<file path="src/rtl/pwm_pkg.sv">
// Shared state encoding and default sizing for the PWM generator.
package pwm_pkg;

  localparam int unsigned PWM_WIDTH       = 8;
  localparam int unsigned PWM_SYNC_STAGES = 2;

  typedef enum logic {
    IDLE = 1'b0,
    RUN  = 1'b1
  } pwm_state_t;

endpackage

</file>
<file path="src/rtl/edge_sync.sv">
// Brings an asynchronous level into the clk_in domain and emits a registered
// one-cycle pulse on each rising edge; falling edges produce nothing.
module edge_sync
  import pwm_pkg::*;
#(
  parameter int unsigned STAGES = PWM_SYNC_STAGES
) (
  input  logic clk_in,
  input  logic rst,
  input  logic d,
  output logic rise
);

  logic [STAGES-1:0] r_sync;
  logic              r_prev;

  // Pulse appears STAGES+1 cycles after d rises.
  always_ff @(posedge clk_in or posedge rst) begin
    if (rst) begin
      r_sync <= '0;
      r_prev <= 1'b0;
      rise   <= 1'b0;
    end else begin
      r_sync <= {r_sync[STAGES-2:0], d};
      r_prev <= r_sync[STAGES-1];
      rise   <= r_sync[STAGES-1] & ~r_prev;
    end
  end

endmodule

</file>
<file path="src/rtl/pwm_generator.sv">
// Tick-driven PWM with double-buffered period/duty config and valid/ready load.
// Define PWM_GENERATOR_COMPLEMENT_EN to add the registered complement output pwm_out_n.
module pwm_generator
  import pwm_pkg::*;
#(
  parameter int unsigned WIDTH       = PWM_WIDTH,
  parameter int unsigned SYNC_STAGES = PWM_SYNC_STAGES
) (
  input  logic             clk_in,
  input  logic             rst,
  input  logic             clk_div,
  input  logic             enable,
  input  logic [WIDTH-1:0] cfg_period,
  input  logic [WIDTH-1:0] cfg_duty,
  input  logic             cfg_valid,
  output logic             cfg_ready,
  output logic             pwm_out,
  output logic             period_done
`ifdef PWM_GENERATOR_COMPLEMENT_EN
  ,
  output logic             pwm_out_n
`endif
);

  pwm_state_t       r_state;
  logic [WIDTH-1:0] r_cnt;
  logic [WIDTH-1:0] r_period_sh;
  logic [WIDTH-1:0] r_duty_sh;
  logic [WIDTH-1:0] r_pend_period;
  logic [WIDTH-1:0] r_pend_duty;
  logic             r_pending;

  logic             w_tick;
  logic             w_xfer;
  logic             w_boundary;
  logic             w_load;
  logic [WIDTH-1:0] w_cnt_nxt;
  logic [WIDTH-1:0] w_duty_nxt;
  logic             w_pwm_nxt;

  edge_sync #(
    .STAGES (SYNC_STAGES)
  ) u_edge_sync (
    .clk_in (clk_in),
    .rst    (rst),
    .d      (clk_div),
    .rise   (w_tick)
  );

  // A boundary needs the run to continue this cycle; a tick coinciding with disable is dropped.
  assign w_xfer     = cfg_valid & cfg_ready;
  assign w_boundary = (r_state == RUN) & enable & w_tick & (r_cnt == r_period_sh);
  assign w_load     = r_pending & ((r_state == IDLE) | w_boundary);
  assign w_duty_nxt = w_load ? r_pend_duty : r_duty_sh;

  always_comb begin
    w_cnt_nxt = r_cnt;
    if (!enable || r_state == IDLE) begin
      w_cnt_nxt = '0;
    end else if (w_tick) begin
      w_cnt_nxt = w_boundary ? '0 : r_cnt + WIDTH'(1);
    end
  end

  // Next state is RUN exactly when enable is high, so the output uses enable directly.
  assign w_pwm_nxt = enable & (w_cnt_nxt < w_duty_nxt);

  always_ff @(posedge clk_in or posedge rst) begin
    if (rst) begin
      r_state       <= IDLE;
      r_cnt         <= '0;
      r_period_sh   <= '0;
      r_duty_sh     <= '0;
      r_pend_period <= '0;
      r_pend_duty   <= '0;
      r_pending     <= 1'b0;
      cfg_ready     <= 1'b1;
      pwm_out       <= 1'b0;
      period_done   <= 1'b0;
`ifdef PWM_GENERATOR_COMPLEMENT_EN
      pwm_out_n     <= 1'b0;
`endif
    end else begin
      period_done <= 1'b0;
      case (r_state)
        IDLE: if (enable) r_state <= RUN;
        RUN: begin
          if (!enable) begin
            r_state <= IDLE;
          end else if (w_boundary) begin
            period_done <= 1'b1;
          end
        end
        default: r_state <= IDLE;
      endcase

      r_cnt <= w_cnt_nxt;

      if (w_load) begin
        r_period_sh <= r_pend_period;
        r_duty_sh   <= r_pend_duty;
      end

      // Transfer needs an empty pending slot, so it never collides with a load.
      if (w_xfer) begin
        r_pend_period <= cfg_period;
        r_pend_duty   <= cfg_duty;
        r_pending     <= 1'b1;
        cfg_ready     <= 1'b0;
      end else if (w_load) begin
        r_pending     <= 1'b0;
        cfg_ready     <= 1'b1;
      end

      pwm_out <= w_pwm_nxt;
`ifdef PWM_GENERATOR_COMPLEMENT_EN
      pwm_out_n <= enable & ~w_pwm_nxt;
`endif
    end
  end

endmodule

</file>
<file path="config.mk">
export PLATFORM = sky130hd
export DESIGN_NAME = pwm_generator
export DESIGN_NICKNAME = d
export VERILOG_FILES = /design/src/rtl/pwm_pkg.sv /design/src/rtl/edge_sync.sv /design/src/rtl/pwm_generator.sv
export SDC_FILE = /design/constraint.sdc
export NUM_CORES = 1
export LEC_CHECK = 0
export CORE_ASPECT_RATIO = 1.25
export CORE_UTILIZATION = 60
export CTS_BUF_LIST = sky130_fd_sc_hd__clkbuf_16
export CTS_CLUSTER_SIZE = 10
export DETAILED_ROUTE_END_ITERATION = 10
export PLACE_DENSITY = 0.84
export SLEW_MARGIN = 20
export SYNTH_ARGS = -nofsm -noshare
export SYNTH_HDL_FRONTEND = slang
export SYNTH_SLANG_ARGS = --single-unit
</file>
<file path="constraint.sdc">
create_clock -name clk_in -period 5.45 [get_ports clk_in]
set_clock_uncertainty 0.15 [all_clocks]
set_input_delay 0.545 -clock clk_in [delete_from_list [all_inputs] [get_ports clk_in]]
set_output_delay 0.545 -clock clk_in [all_outputs]
set_load 0.01 [all_outputs]
</file>
==> results of run 1 <==
-- per-stage QoR --
step | hold slack, ns | utilization (%) | std cells | power (W)
CTS | 0.207 | 74.8 | 235 | 0.00116
finish | 0.201 | 74.9 | 235 | 0.00115
global placement | 0.184 | 71.0 | 227 | 0.000851
detailed placement | 0.193 | 71.0 | 227 | 0.000874
global route | 0.218 | 74.9 | 235 | 0.00122
floorplan | 0.181 | - | 168 | 0.000789
-- where the power goes --
part | leakage [nW] | internal (W) | total, W | switching, W
logic | 0.603 | 0.000185 | 0.000298 | 0.000113
registers | 0.602 | 0.000488 | 0.000569 | 0.0000806
clock network | 0.0738 | 0.000165 | 0.000287 | 0.000122
-- sequential cells by signal, indices dropped and copies added, names as in the netlist --
name                flops
r_cnt                   8
r_duty_sh               8
r_pend_duty             8
r_pend_period           8
r_period_sh             8
u_edge_sync.r_sync      2
cfg_ready               1
period_done             1
pwm_out                 1
r_pending               1
r_state                 1
u_edge_sync.r_prev      1
u_edge_sync.rise        1
-- worst paths after layout --
kind	startpoint	to	slack (ns)	cells past startpoint
max	enable	pwm_out$_DFF_PP0_	1.80	12
min	u_edge_sync.r_sync[0]$_DFF_PP0_	u_edge_sync.r_sync[1]$_DFF_PP0_	0.20	0
max reg2reg	r_cnt[2]$_DFF_PP0_	pwm_out$_DFF_PP0_	2.11	11
min reg2reg	u_edge_sync.r_sync[0]$_DFF_PP0_	u_edge_sync.r_sync[1]$_DFF_PP0_	0.20	0
max in group asynchronous	rst	r_pend_duty[1]$_DFFE_PP0P_	4.11	2
min in group asynchronous	rst	u_edge_sync.r_sync[0]$_DFF_PP0_	0.56	2
-- cell usage after synthesis (3+ instances only) --
master | count | share of area [%]
mux2_1 | 3 | 1.5
dfrtp_1 | 48 | 53
inv_1 | 4 | 0.66
o21ai_0 | 3 | 0.66
nand2_1 | 9 | 1.5
a21oi_1 | 3 | 0.66
nand3_1 | 5 | 1.1
mux2i_1 | 8 | 3.5
buf_6 | 3 | 1.5
mux2_4 | 12 | 8.0
nand4_1 | 3 | 0.83
mux2_2 | 16 | 8.0
ha_1 | 8 | 4.4
xor2_1 | 14 | 5.4
nor2_1 | 9 | 1.5
-- routing by layer --
metal  track usage [%]  share of wire [%]  vias up
li1                  -                  -      645
met1              28.1                 42      673
met2              38.0                 50       47
met3              7.31                4.2       14
met4              11.1                3.1        0
met5                 0                  0        -
-- logic make-up (layout without fill, tap and decap cells) --
group	Yosys count	count (layout)	synth area share, %
AOI/OAI and AO/OA	11	11	3.26
DFF	49	49	54.2
buffers and inverters	8	36	2.32
muxes	39	39	20.9
and+or+nand+nor	38	38	9.11
adders and majority gates	8	8	4.42
xor gates and xnor gates	15	15	5.80
-- final cells by class --
cell class / count / area share [%]
repair buffers: 24 / 8.96
inverters: 4 / 0.613
flip-flops and latches: 49 / 46.3
clock buffers: 5 / 4.72
multi-input cells: 111 / 37.2
clock inverters: 3 / 0.425
well taps: 39 / 1.84
==> metrics.txt, run 1 <==
status finished, final reports clean; ys flop type dfrtp_1; Lkg Pwr 1.28 nW; io pins 24; power per cell area 435 mW/mm^2; WP buf/inv 1; detailed placement HPWL 2.86 mm; wire per inst 17.2 microns; Buffers on Ports 23; Final WS setup 1.80 ns; drt drc 0; Worst path top cell family by delay compound AO/OA/AOI/OAI gates; GP Congestion 0.855; CTS sink cnt 49; antenna violations before repair 0; largest stage delay on the critical path 0.57 ns; Multi-input gate area 986 sq um; Placement Setup Slack 1.54 ns; Slew @ Worst Pin 0.802 ns; global-route wire length before repair 7.04 mm; post-route cell area 0.00265 sq mm; Clock Pin Slew Worst Setup and Hold Paths 0.06 ns; number of max-cap violations 0; EDFF count, synth 0; endpoints failing setup 0; unrepaired setup endpoints after global routing no; routed vias/inst 5.87; WP data arrival 3.71 ns; Startpoint Class input port; cells after synthesis 168; Core Region 0.00354 sq mm; Clock Latency Late Sink 0.28 ns; antenna viol nets, final 0; post-synthesis async set-or-reset flop share 100%; Final #Nets 224; largest net degree at the start of global routing 50; Starting Density 63.9%; fin crit share 67.0%; sequence of cells on the critical path clkdlybuf4s50_1, nand3_1, nor4_2, nand3_2, a21bo_1, mux2i_1, ha_1, nand3_1, and4b_1, o21ai_0, a2111oi_0, o2bb2ai_1; syn nets 197; Die W 57.0 microns; register area 0.00123 sq mm; maximum clock frequency 274 MHz; yosys synthesis warning count 0; Post-Syn Area 0.00227 sq mm; GRT Total Usage 23.3%; top fanout value on the critical path 11; post-synthesis sequential area ratio 54.2%; Yosys reg bits 49; die area 0.00403 sq mm; critical path capture point type register; Peak VDD IR 0.341 mV; Hold Fails Final Rpt 0; Setup Total Neg Slack 0 ns; # rows 24; crit path time final 3.65 ns; total iterations of the first detailed-routing run 4; setup bufs post-CTS 0; synth unique cells 33; Num CTS Buffers 5; commonest non-fill, non-tap cells in the layout 48 x dfrtp_1, 23 x clkdlybuf4s50_1, 16 x mux2_2; Critical Path RT 5.50 ns; Final Max Slew Viols 0; die height 70.7 microns; commonest non-fill, non-tap cell in the layout dfrtp_1; vias in the first global route 1512; critical path class in -> reg; layout cells sized above 1 19.9%; Mapped Avg Cell Area 13.5 sq um; Root Buffer clkbuf_16; via count 1379; CP max stage cell clkdlybuf4s50_1; Synth-to-Final Area Change 17.1%; Worst slew margin 46.5%; clk buf depth 2; Worst path most repeated cell nand3_1; diodes inserted 0; grt total ovfl 0; Placed Area 0.00251 sq mm; H-tree depth 2; Worst Hold Class reg -> reg; Routed Wire Length 4.03 mm; CTS resizes 0; fill count 236; DRT iter0 DRCs 64; CTS Hold Bufs 0; CTS tree yes
No activity file was read; power rests on OpenSTA's default activity.
==> run 2: changes to the inputs <==
Settings changed: CORE_UTILIZATION 60 to 56, PLACE_DENSITY 0.84 to 0.79.
Clock period 5.45 ns to 3.6 ns, I/O delays scaled along.
==> run 2 against run 1 <==
Compared with the run above: hold slack better by 0.0022 ns; utilization down 3.7 points; largest power group unchanged; critical path type unchanged; combinational power up 52%; largest cell class unchanged; critical path depth unchanged; final area up 2.4%; total power up 54%.
==> metrics.txt, run 2 (synthesized netlist as in run 1, its figures left out) <==
routed vias/inst 5.34 (-9.0%); global-route wire length before repair 6.69 mm (-5.1%); CTS tree yes; non-filler cells, final 254 (+8.1%); largest net degree at the start of global routing 50 (unchanged); Starting Density 59.4% (-4.6 points); Root Buffer clkbuf_16; Slew @ Worst Pin 0.835 ns (+0.0329 ns); setup bufs post-CTS 0 (unchanged); clk buf depth 2 (unchanged); CTS resizes 0 (unchanged); grt total ovfl 0 (unchanged); WP data arrival 3.34 ns (-0.37 ns); GR peak layer met2; wire per inst 15.6 microns (-9.3%); Placement Setup Slack 0.0310 ns (-1.51 ns); die height 73.1 microns (+3.4%); fin crit share 91.2%; Worst slew margin 44.3% (-2.2 points); antenna violations before repair 0 (unchanged); Final #Nets 228 (+1.8%); power per cell area 652 mW/mm^2 (+50%); maximum clock frequency 305 MHz; Critical Path RT 3.66 ns (-1.84 ns); Comb power frac 25.5% (-0.3 points); Worst path top cell family by delay compound AO/OA/AOI/OAI gates; number of max-cap violations 0 (unchanged); CTS sink cnt 49 (unchanged); detailed placement HPWL 2.80 mm (-1.8%); met2 Use GR 36.2% (-1.8 points); Routed Wire Length 3.95 mm (-1.9%); # rows 25 (+4.2%); Hold Worst Slack 0.204 ns (+0.00219 ns); Peak VDD IR 0.436 mV (+28%); Synth-to-Final Area Change 19.8%; Die W 58.9 microns (+3.4%); sw power 0.000488 W (+54%); CP max stage cell clkdlybuf4s50_1; die area 0.00431 sq mm (+6.9%); Hold Fails Final Rpt 0 (unchanged); clock share of power 26.1% (+1.2 points); status finished, final reports clean; Worst path most repeated cell nand3_1; Int Power 0.00128 W (+53%); top fanout value on the critical path 10 (-1); diodes inserted 0 (unchanged); largest stage delay on the critical path 0.49 ns (-0.08 ns); Lkg Pwr 1.29 nW (+1.1%); Post-Place Cells 246 (+8.4%); Final WS setup 0.317 ns (-1.48 ns); drt drc 0 (unchanged); Final Max Slew Viols 0 (unchanged); met3 Track Usage GR 4.26% (-3.1 points); Buffers on Ports 23 (unchanged); commonest non-fill, non-tap cell in the layout dfrtp_1; crit path time final 3.28 ns; Startpoint Class input port; critical path capture point type register; via count 1357 (-1.6%); Switching Fraction 27.5% (+0.15 points); total iterations of the first detailed-routing run 4 (unchanged); GP Congestion 0.852 (-0.39%); CTS Hold Bufs 0 (unchanged); Reg power frac 48.4% (-0.9 points); Clock Latency Late Sink 0.29 ns (about the same); unrepaired setup endpoints after global routing no; commonest non-fill, non-tap cells in the layout 48 x dfrtp_1, 23 x clkdlybuf4s50_1, 16 x mux2_2; endpoints failing setup 0 (unchanged); layout cells sized above 1 23.0% (+3.1 points); Worst Hold Class reg -> reg; grt met1 use 25.9% (-2.1 points); GRT Total Usage 21.2% (-2.1 points); vias in the first global route 1483 (-1.9%); DRT iter0 DRCs 59 (-7.8%); sequence of cells on the critical path clkdlybuf4s50_1, nand3_1, nor4_2, nand3_2, a21bo_1, mux2i_1, ha_1, nand3_1, and4b_1, o21ai_0, a2111oi_0, o2bb2ai_1; WP buf/inv 1 (unchanged); Core Region 0.00382 sq mm (+7.7%); Num CTS Buffers 5 (unchanged); antenna viol nets, final 0 (unchanged); Clock Pin Slew Worst Setup and Hold Paths 0.07 ns (about the same); critical path class in -> reg; Power, Total 0.00177 W (+54%); H-tree depth 2 (unchanged); io pins 24 (unchanged); Setup Total Neg Slack 0 ns (unchanged)
[run 2: per-layer routing]
metal	vias to the layer above	share of wire [%]
met3	8	2.5
met5	-	0
li1	648	-
met2	21	52
met4	0	2.4
met1	680	43
[run 2: metrics by stage]
step	util [%]	cell area, sq um
final	71.1	2720
after global routing	71.1	2720
after CTS	71.1	2710
after detailed placement	67.2	2560
after global placement	67.2	2560
after floorplan	-	2270
[run 2: worst paths after layout]
path | from | endpoint | cells past startpoint | slack [ns]
max | enable | pwm_out$_DFF_PP0_ | 12 | 0.32
min | u_edge_sync.r_sync[0]$_DFF_PP0_ | u_edge_sync.r_sync[1]$_DFF_PP0_ | 0 | 0.20
max reg2reg | u_edge_sync.rise$_DFF_PP0_ | pwm_out$_DFF_PP0_ | 11 | 0.35
min reg2reg | u_edge_sync.r_sync[0]$_DFF_PP0_ | u_edge_sync.r_sync[1]$_DFF_PP0_ | 0 | 0.20
max in group asynchronous | rst | r_duty_sh[4]$_DFF_PP0_ | 2 | 2.42
min in group asynchronous | rst | u_edge_sync.r_sync[1]$_DFF_PP0_ | 2 | 0.38
[run 2: layout make-up]
cell class,count,area [sq um]
Clock buffer,5,125
Inverter,4,16.3
Sequential cell,49,1230
Tap cell,54,67.6
Fill cell,305,1100
Timing Repair Buffer,28,268
Multi-Input combinational cell,111,986
Clock inverter,3,25.0
[run 2: power by group through the flow]
stage | clock network (W) | logic (W) | registers (W)
floorplan | 0 | 0.000364 | 0.000830
global placement | 0 | 0.000434 | 0.000856
detailed placement | 0 | 0.000453 | 0.000866
CTS | 0.000475 | 0.000458 | 0.000858
global route | 0.000495 | 0.000497 | 0.000882
finish | 0.000463 | 0.000452 | 0.000857
[run 2: worst reg2reg max path: stages (launching register included)]
cell and delay [ns]:
dfrtp_1 0.49, nand3_1 0.13, nor4_2 0.39, nand3_2 0.13, a21bo_1 0.38, mux2i_1 0.20
ha_1 0.34, nand3_1 0.07, and4b_1 0.18, o21ai_0 0.11, a2111oi_0 0.44, o2bb2ai_1 0.16
==> run 3: changes to the inputs <==
Settings changed: ABC_CLOCK_PERIOD_IN_PS from default to 3000, CORE_UTILIZATION 56 to 50, PLACE_DENSITY 0.79 to 0.75, SLEW_MARGIN 20 to default.
Clock period 3.6 ns to 3 ns, I/O delays scaled along.
==> run 3 against run 2 <==
Compared with the run above: sequential share of layout area down 1.4 points; final area increased by 3.2%; count of clock-buffer cells in the layout unchanged; combinational power increased by 28%; routed wire length grew 1.6%; critical path type is now reg -> reg; largest power group unchanged.
==> metrics.txt, run 3 (synthesized netlist as in run 1, its figures left out) <==
status finished, final reports clean; Core Region 0.00439 sq mm (+15%); Clock Pin Slew Worst Setup and Hold Paths 0.06 ns (about the same); highest routing layer actually used met4; Peak VDD IR 0.629 mV (+44%); Worst slew margin 48.4% (+4.1 points); reg2reg start r_cnt[7]$_DFF_PP0_; total iterations of the first detailed-routing run 4 (unchanged); Worst Hold Class in -> async; unrepaired setup endpoints after global routing no; WL met3 105 microns (+5.0%); endpoints failing setup 0 (unchanged); commonest non-fill, non-tap cells in the layout 48 x dfrtp_1, 23 x clkdlybuf4s50_1, 16 x mux2_2; Placed Area 0.00264 sq mm (+2.8%); WP data arrival 2.90 ns (-0.44 ns); post-route cell area 0.00280 sq mm (+3.2%); Startpoint Class register; wire per inst 15.0 microns (-3.3%); diodes inserted 0 (unchanged); Worst R2R Setup Slack 0.17 ns (-0.18 ns); Routed Wire Length 4.02 mm (+1.6%); routed vias/inst 5.26 (-1.6%); die height 77.3 microns (+5.7%); setup bufs post-CTS 0 (unchanged); CTS Hold Bufs 0 (unchanged); number of max-cap violations 0 (unchanged); clk buf depth 2 (unchanged); post-layout util 63.8% (-7.3 points); Final #Nets 237 (+3.9%); fin crit share 94.5%; Critical R2R Capture pwm_out$_DFF_PP0_; DRT iter0 DRCs 18 (-69%); power per cell area 757 mW/mm^2 (+16%); fill count 347 (+14%); # rows 27 (+8.0%); critical path capture point type register; Clock Latency Late Sink 0.28 ns (about the same); Slew @ Worst Pin 0.772 ns (-0.0626 ns); vias in the first global route 1531 (+3.2%); CTS tree yes; maximum clock frequency 353 MHz; die area 0.00481 sq mm (+12%); CTS sink cnt 49 (unchanged); H-tree depth 2 (unchanged); commonest non-fill, non-tap cell in the layout dfrtp_1; Starting Density 51.6% (-7.8 points); Buffers on Ports 23 (unchanged); top fanout value on the critical path 7 (-3); GP Congestion 0.892 (+4.7%); routed length on met2 2.13 mm (+3.8%); largest net degree at the start of global routing 32 (-36%); io pins 24 (unchanged); crit path time final 2.83 ns; Die W 62.2 microns (+5.6%); Hold Fails Final Rpt 0 (unchanged); antenna violations before repair 0 (unchanged); Final Max Slew Viols 0 (unchanged); antenna viol nets, final 0 (unchanged); GRT Total Usage 18.8% (-2.3 points); via count 1404 (+3.5%); Synth-to-Final Area Change 23.7%; Root Buffer clkbuf_16; met1 WL 1.67 mm (-2.0%); Lkg Pwr 1.34 nW (+3.8%); global-route wire length before repair 6.93 mm (+3.6%); layout cells sized above 1 26.8% (+3.8 points); grt total ovfl 0 (unchanged); detailed placement HPWL 3.04 mm (+8.3%); Reg2Reg Depth 11 (unchanged); critical path class reg -> reg; Num CTS Buffers 5 (unchanged); Power, Total 0.00212 W (+20%); drt drc 0 (unchanged); Critical Path RT 3.06 ns (-0.60 ns)
-- run 3: worst max path at each step --
stage,startpoint,end
after floorplan,r_cnt[2]$_DFF_PP0_,pwm_out$_DFF_PP0_
after global placement,enable,pwm_out$_DFF_PP0_
after detailed placement,enable,pwm_out$_DFF_PP0_
after CTS,enable,pwm_out$_DFF_PP0_
after global routing,r_period_sh[0]$_DFFE_PP0N_,pwm_out$_DFF_PP0_
final,r_cnt[7]$_DFF_PP0_,pwm_out$_DFF_PP0_
-- run 3: final cells by class --
class | count | area [sq um] | area share [%]
inverter | 4 | 15.0 | 0.536
clock inverter | 3 | 11.3 | 0.402
sequential | 49 | 1230 | 43.8
timing repair buffer | 37 | 335 | 12.0
tap | 58 | 72.6 | 2.59
clock buffer | 5 | 125 | 4.46
multi-input combinational | 111 | 1020 | 36.2
-- run 3: critical path, cell delays in order, from the launching register on --
cell	delay [ns]
dfrtp_1	0.41
xor2_1	0.16
nor3_2	0.33
nand3_2	0.15
a21bo_4	0.28
mux2i_1	0.13
ha_1	0.33
nand3_1	0.09
and4b_1	0.18
o21ai_1	0.10
a2111oi_2	0.31
o2bb2ai_1	0.15
-- run 3: per-layer routing --
layer  track usage [%]  vias to the layer above
met4              8.84                        0
li1                  -                      674
met1              22.7                      698
met2              31.9                       22
met3              4.17                       10
met5                 0                        -
-- run 3: timing repair --
item                                    CTS  global route
resized for setup                         2             6
endpoints found under the setup margin    1             1
pin swaps                                 2             6
-- run 3: where the power goes --
group          leakage (nW)  total (W)  internal [W]  switching (W)
combinational         0.667   0.000577      0.000362       0.000216
clock                0.0738   0.000513      0.000300       0.000214
sequential            0.602    0.00103      0.000887       0.000143
total                  1.34    0.00212       0.00155       0.000573
-- run 3: per-stage QoR --
stage	setup slack, ns	setup TNS [ns]	hold WS [ns]	cells
finish	0.165	0	0.167	267
CTS	0.0719	0	0.172	267
detailed placement	-0.332	-0.332	0.202	259
floorplan	0.0150	0	0.181	168
global placement	-0.213	-0.213	0.189	259
global route	0.0188	0	0.214	267
